===== config.mk =====
export PLATFORM = sky130hd
export DESIGN_NAME = step_sequencer
export DESIGN_NICKNAME = d
export VERILOG_FILES = /design/src/rtl/step_sequencer.sv
export SDC_FILE = /design/constraint.sdc
export NUM_CORES = 1
export LEC_CHECK = 0
export ABC_AREA = 1
export BUFFER_PORTS_ARGS = -buffer_cell sky130_fd_sc_hd__buf_4
export CAP_MARGIN = 20
export CORE_MARGIN = 1.5
export CORE_UTILIZATION = 45
export CTS_CLUSTER_DIAMETER = 120
export DETAILED_ROUTE_END_ITERATION = 10
export PLACE_DENSITY = 0.64
export SLEW_MARGIN = 10
export SYNTH_ARGS = -nofsm -noshare
export SYNTH_HDL_FRONTEND = slang
export SYNTH_SLANG_ARGS = --single-unit

===== constraint.sdc =====
create_clock -name clk -period 3.4 [get_ports clk]
set_clock_uncertainty 0.2 [all_clocks]
set_input_delay 0.34 -clock clk [delete_from_list [all_inputs] [get_ports clk]]
set_output_delay 0.34 -clock clk [all_outputs]
set_load 0.02 [all_outputs]

===== src/rtl/step_sequencer.sv =====
// step_sequencer: run/pause/single-step clock-enable controller.
// Turns three raw board inputs (run button, step button, direction switch)
// into a one-cycle step_en strobe and a registered direction for the
// counting FSM, all in the clk domain. Each input goes through a 2-FF
// synchronizer and a debounce filter; button presses become one-cycle pulses.
// Optional feature macro: SEQ_STEP_COUNT_EN adds a 16-bit step_count output
// that counts step_en cycles (cleared by reset only).
module step_sequencer #(
    parameter int TICK_DIV   = 25000000,
    parameter int DEB_CYCLES = 1000000
) (
    input  logic        clk,
    input  logic        reset,
    input  logic        btn_run,
    input  logic        btn_step,
    input  logic        mode_in,
    output logic        step_en,
    output logic        dir,
    output logic        running
`ifdef SEQ_STEP_COUNT_EN
    ,
    output logic [15:0] step_count
`endif
);

    localparam int TICK_W = $clog2(TICK_DIV);
    localparam logic [TICK_W-1:0] TICK_LAST = TICK_W'(TICK_DIV - 1);
    localparam int DEB_W = (DEB_CYCLES > 1) ? $clog2(DEB_CYCLES) : 1;
    localparam logic [DEB_W-1:0] DEB_LAST = DEB_W'(DEB_CYCLES - 1);

    // Bit positions of the three inputs in the packed input-path vectors.
    localparam int RUN_I  = 0;
    localparam int STEP_I = 1;
    localparam int MODE_I = 2;

    typedef enum logic [1:0] {
        ST_PAUSE  = 2'd0,
        ST_RUN    = 2'd1,
        ST_SINGLE = 2'd2
    } state_t;

    // ------------------------------------------------------------------
    // Input path: synchronizer -> debounce -> press pulse
    // ------------------------------------------------------------------
    logic [2:0]       raw_in;
    logic [2:0]       sync1_q, sync1_d;
    logic [2:0]       sync2_q, sync2_d;
    logic [2:0]       level_q, level_d;
    logic [2:0]       level_prev_q, level_prev_d;
    logic [2:0]       press_q, press_d;
    logic [DEB_W-1:0] deb_cnt_q [3];
    logic [DEB_W-1:0] deb_cnt_d [3];

    assign raw_in = {mode_in, btn_step, btn_run};

    // Debounce: the accepted level flips only after DEB_CYCLES consecutive
    // synced samples disagree with it; any agreeing sample restarts the count.
    always_comb begin
        sync1_d      = raw_in;
        sync2_d      = sync1_q;
        level_prev_d = level_q;
        press_d      = level_q & ~level_prev_q;
        for (int i = 0; i < 3; i++) begin
            deb_cnt_d[i] = deb_cnt_q[i];
            level_d[i]   = level_q[i];
            if (sync2_q[i] == level_q[i]) begin
                deb_cnt_d[i] = '0;
            end else if (deb_cnt_q[i] == DEB_LAST) begin
                level_d[i]   = sync2_q[i];
                deb_cnt_d[i] = '0;
            end else begin
                deb_cnt_d[i] = deb_cnt_q[i] + DEB_W'(1);
            end
        end
    end

    // Input-path registers.
    always_ff @(posedge clk or negedge reset) begin
        if (!reset) begin
            sync1_q      <= '0;
            sync2_q      <= '0;
            level_q      <= '0;
            level_prev_q <= '0;
            press_q      <= '0;
            for (int i = 0; i < 3; i++) begin
                deb_cnt_q[i] <= '0;
            end
        end else begin
            sync1_q      <= sync1_d;
            sync2_q      <= sync2_d;
            level_q      <= level_d;
            level_prev_q <= level_prev_d;
            press_q      <= press_d;
            for (int i = 0; i < 3; i++) begin
                deb_cnt_q[i] <= deb_cnt_d[i];
            end
        end
    end

    // ------------------------------------------------------------------
    // Control FSM
    // ------------------------------------------------------------------
    state_t            state_q, state_d;
    logic [TICK_W-1:0] tick_q, tick_d;
    logic              step_en_q, step_en_d;
    logic              running_q, running_d;
    logic              dir_q, dir_d;
    logic              run_press;
    logic              step_press;

    assign run_press  = press_q[RUN_I];
    assign step_press = press_q[STEP_I];

    // State register.
    always_ff @(posedge clk or negedge reset) begin
        if (!reset) begin
            state_q <= ST_PAUSE;
        end else begin
            state_q <= state_d;
        end
    end

    // Next state: run beats step in PAUSE; a step press landing right after
    // a step_en cycle is dropped so step_en can never fire back to back.
    always_comb begin
        state_d = state_q;
        case (state_q)
            ST_PAUSE: begin
                if (run_press) begin
                    state_d = ST_RUN;
                end else if (step_press && !step_en_q) begin
                    state_d = ST_SINGLE;
                end
            end
            ST_RUN: begin
                if (run_press) begin
                    state_d = ST_PAUSE;
                end
            end
            ST_SINGLE: state_d = ST_PAUSE;
            default:   state_d = ST_PAUSE;
        endcase
    end

    // Outputs: tick counter, step strobe, running flag and direction.
    // A wrap coinciding with a run press still issues its step_en.
    always_comb begin
        tick_d    = tick_q;
        step_en_d = 1'b0;
        case (state_q)
            ST_PAUSE: begin
                if (state_d == ST_RUN) begin
                    tick_d = '0;
                end
                if (state_d == ST_SINGLE) begin
                    step_en_d = 1'b1;
                end
            end
            ST_RUN: begin
                if (tick_q == TICK_LAST) begin
                    step_en_d = 1'b1;
                end
                if (state_d == ST_RUN) begin
                    tick_d = (tick_q == TICK_LAST) ? '0 : tick_q + TICK_W'(1);
                end
            end
            default: begin
                tick_d    = tick_q;
                step_en_d = 1'b0;
            end
        endcase
        running_d = (state_d == ST_RUN);
        dir_d     = step_en_d ? dir_q : level_q[MODE_I];
    end

    // Output registers.
    always_ff @(posedge clk or negedge reset) begin
        if (!reset) begin
            tick_q    <= '0;
            step_en_q <= 1'b0;
            running_q <= 1'b0;
            dir_q     <= 1'b0;
        end else begin
            tick_q    <= tick_d;
            step_en_q <= step_en_d;
            running_q <= running_d;
            dir_q     <= dir_d;
        end
    end

    assign step_en = step_en_q;
    assign running = running_q;
    assign dir     = dir_q;

`ifdef SEQ_STEP_COUNT_EN
    logic [15:0] step_count_q, step_count_d;

    // Step counter advances together with each step_en cycle, wrapping at 16 bits.
    always_comb begin
        step_count_d = step_count_q + {15'd0, step_en_d};
    end

    // Step counter register.
    always_ff @(posedge clk or negedge reset) begin
        if (!reset) begin
            step_count_q <= '0;
        end else begin
            step_count_q <= step_count_d;
        end
    end

    assign step_count = step_count_q;
`endif

endmodule

==> tab_implementation.tex <==
\begin{tabular}{lr}
\hline
Metric & Value \\
\hline
\multicolumn{2}{l}{\textbf{Outcome}} \\
\quad Status & finished, final reports clean \\
\multicolumn{2}{l}{\textbf{Drt}} \\
\quad DRC violation count after routing & 0 \\
\quad WL met2 & around 5100 um \\
\quad Count of nets left with antenna violations after detail routing & 0 \\
\quad DRC marker count from the first detailed-route iteration & 375 \\
\quad Final routed wirelength across all metal layers & roughly 11,000 um \\
\quad Met1 routed wirelength after detailed routing & 5564 um \\
\quad Routed wire per std cell & 12.21 um \\
\quad 1st-pass router iterations & 5 \\
\quad Post-detailed-route via-to-cell ratio & 4.948 \\
\quad Top routing layer in use & met4 \\
\quad Routed length on met3 & 509 um \\
\quad Vias after detailed routing & 4,592 \\
\multicolumn{2}{l}{\textbf{Layout}} \\
\quad Final layout net count & 764 \\
\quad Diode count & 0 \\
\quad Layout cell share with drive strength beyond 1 & under 10\% \\
\quad Area added between synthesis and finish & 10.26\% \\
\multicolumn{2}{l}{\textbf{CTS}} \\
\quad Quantity of hold-fixing buffers added after cts & 4 \\
\quad Clock latency at the later pin of the worst-skew pair & 0.36 ns \\
\quad Number of levels the H-tree was split into & 3 \\
\quad Buffer depth of the longest clock path & 2 \\
\quad Post-CTS sizing & 0 \\
\quad Clock Tree Root & clkbuf\_16 \\
\quad Post-CTS repair timing setup buffer count & 0 \\
\quad Total number of clock tree sinks & 103 \\
\quad Clock tree from TritonCTS & yes \\
\quad Number of buffers created by CTS & 9 \\
\quad Register clock-pin slew on the reported worst setup and hold paths & 0.07 ns \\
\multicolumn{2}{l}{\textbf{Synth}} \\
\quad Post-Syn Area & 5620 um\^{}2 \\
\quad Synthesized net count & 743 \\
\quad Seq cells post-synth & 103 \\
\quad Most area-consuming cells after synthesis & dfrtp\_1 (46\%), nand2\_1 (11\%), nor2\_1 (9.6\%) \\
\quad Post-synthesis sequential area ratio & 45.86\% \\
\quad Most common library cells after synthesis & nand2\_1 (170), nor2\_1 (143), dfrtp\_1 (103) \\
\quad Average size of a mapped cell & around 7.7 um\^{}2 \\
\quad Fraction of registers with async set/reset & 100.0\% \\
\quad Post-synthesis cell count & between 700 and 800 \\
\quad Synthesis Warnings & 0 \\
\quad Yosys top cell area share & 45.86\% \\
\quad Cell with the most instances after synthesis & nand2\_1 \\
\quad Top FF cell, synth & dfrtp\_1 \\
\quad Synth unique cells & 35 \\
\quad Largest area contributor in the synthesized netlist & dfrtp\_1 \\
\quad Number of synthesized flops with an enable pin & 0 \\
\multicolumn{2}{l}{\textbf{Setup path}} \\
\quad Peak fanout along the critical path & 17 \\
\quad Signal arrival time at the worst endpoint & 1.96 ns \\
\quad Critical path type & flip-flop to flip-flop \\
\quad Crit end category & flip-flop \\
\quad Required time of the worst setup path & between 3 and 4 ns \\
\quad Category of the worst setup path launch point & flip-flop \\
\multicolumn{2}{l}{\textbf{Placed design}} \\
\quad Count of buffers from port buffering & 7 \\
\quad Gp weighted congestion & 0.8913 \\
\quad Dpl hpwl & between 8000 and 9000 um \\
\multicolumn{2}{l}{\textbf{STA}} \\
\quad Pins over their slew limit & 0 \\
\quad Transition time at the pin with the least slew margin & roughly 0.6 ns \\
\quad Period minus WS final & 1.909 ns \\
\quad Part of the cycle the worst path needs & 56.14\% \\
\quad Unrepaired setup endpoints after global routing & false \\
\quad Setup-violating endpoint count in the final report & 0 \\
\quad Number of endpoints with negative hold slack in the final report & 0 \\
\quad Worst Hold Margin & 0.1502 ns \\
\quad Max-Slew Margin vs Limit & 59.09\% \\
\quad Summed negative setup slack over all endpoints & 0 ns \\
\quad F\_max & 523.9 MHz \\
\multicolumn{2}{l}{\textbf{Global routing}} \\
\quad Tot GR Track Use & 19.02\% \\
\quad First-pass GRT wire length & roughly 20,000 um \\
\quad Maximum number of pins on one net before global-route repair & 104 \\
\quad Initial antenna violation count & 0 \\
\quad GRT Residual Overflow & 0 \\
\quad Number of global-route vias before repair & about 4,300 \\
\multicolumn{2}{l}{\textbf{Pwr}} \\
\quad Largest voltage drop on the vdd net & roughly 0.35 mV \\
\quad Leakage power figure & 2.784 nW \\
\quad Power density cells & 367.1 nW/um\^{}2 \\
\multicolumn{2}{l}{\textbf{Floorplanning}} \\
\quad Die extent in x & around 110 um \\
\quad Die Outline Area & $\sim$13,000 um\^{}2 \\
\quad Initial Util & 46.40\% \\
\quad Top-level port count & 8 \\
\quad Core ar. & 12,110 um\^{}2 \\
\quad Number of placement rows & 40 \\
\quad Height of the die & 114.8 um \\
\multicolumn{2}{l}{\textbf{Job}} \\
\quad Count of max-cap constraint violations & 0 \\
\multicolumn{2}{l}{\textbf{Min path}} \\
\quad Min-delay worst type & flip-flop to flip-flop \\
\hline
\end{tabular}
[layer usage]
layer	track usage (%)	vias to the layer above
met1	26.26	2135
met4	5.185	0
met2	29.70	95
met3	5.271	13
met5	0	-
li1	-	2349
[layout by cell type (no fill, tap or decap), types with 5 or more instances in the layout]
cell type and n:
nor3b_1 5, nor3_1 25, clkbuf_16 9, nand2_1 170
nor2_2 9, nand2_2 9, inv_1 94, nand4_1 21
a21oi_1 16, nand3_2 6, dfrtp_1 103, o21ai_0 13
nand3_1 45, nor2_4 9, nor2_1 143, xor2_1 31
buf_4 7
[power breakdown]
group / total (mW) / leakage, nW / internal [mW] / switching [mW]
clock network: 0.964 / 0.126 / 0.497 / 0.467
registers: 1.25 / 1.42 / 1.24 / 0.00905
logic: 0.0654 / 1.24 / 0.0194 / 0.0460
total: 2.28 / 2.78 / 1.75 / 0.522
[state kept, by name (all words and copies together), names as in the netlist, 2 cells and up]
register      flops
level_prev_q      2
tick_q           25
state_q           2
sync2_q           3
level_prev_d      3
sync1_q           3
press_q           2
deb_cnt_q        60
[per-stage QoR]
step	util (%)	instance area [um^2]	setup WS, ns	instances	power (mW)
floorplan	-	5620	1.784	734	1.294
global placement	48.64	5891	1.561	908	1.333
detailed placement	48.64	5891	1.515	908	1.335
CTS	51.17	6197	1.488	928	2.305
global route	51.17	6197	1.350	928	2.370
finish	51.17	6197	1.491	928	2.275
[area by class of cell]
type                       count  area [um^2]
fill                        1188         5914
multi-input combinational    530         2656
sequential                   103         2577
timing repair buffer          12        112.6
clock buffer                  11        232.7
tap                          168        210.2
inverter                      99        374.1
clock inverter                 5        33.78
[path summary, 6_finish.rpt]
| check | startpoint | end | slack, ns | cells past startpoint |
|---|---|---|---|---|
| min | sync1_q[1] | sync2_q[1] | 0.15 | 0 |
| max reg2reg | state_q[0] | tick_q[19] | 1.49 | 8 |
| max | state_q[0] | tick_q[19] | 1.49 | 8 |
| max in group asynchronous | reset | tick_q[14] | 2.20 | 3 |
| min in group asynchronous | reset | tick_q[9] | 0.34 | 3 |
| min reg2reg | sync1_q[1] | sync2_q[1] | 0.15 | 0 |
[cells by family (layout without fill, tap and decap cells)]
kind of cell             Yosys count  count (layout)  share of synthesized area (%)
AND/OR/NAND/NOR                  457             457                          37.73
flip-flops                       103             103                          45.86
buffers and inverters            101             127                          6.879
XOR/XNOR                          35              35                          5.454
AO/OA/AOI/OAI                     34              34                          3.183
adder cells (fa/ha/maj)            4               4                         0.8905
[worst max-delay path, cell delays in order, from the launching register on]
cell,delay [ns]
dfrtp_1,0.40
nor2_1,0.16
nand2_1,0.13
nand2_4,0.22
inv_1,0.27
nor2_4,0.23
nand4_1,0.10
nand2_1,0.08
nor2_1,0.04
(Power assumes the default switching activity.)
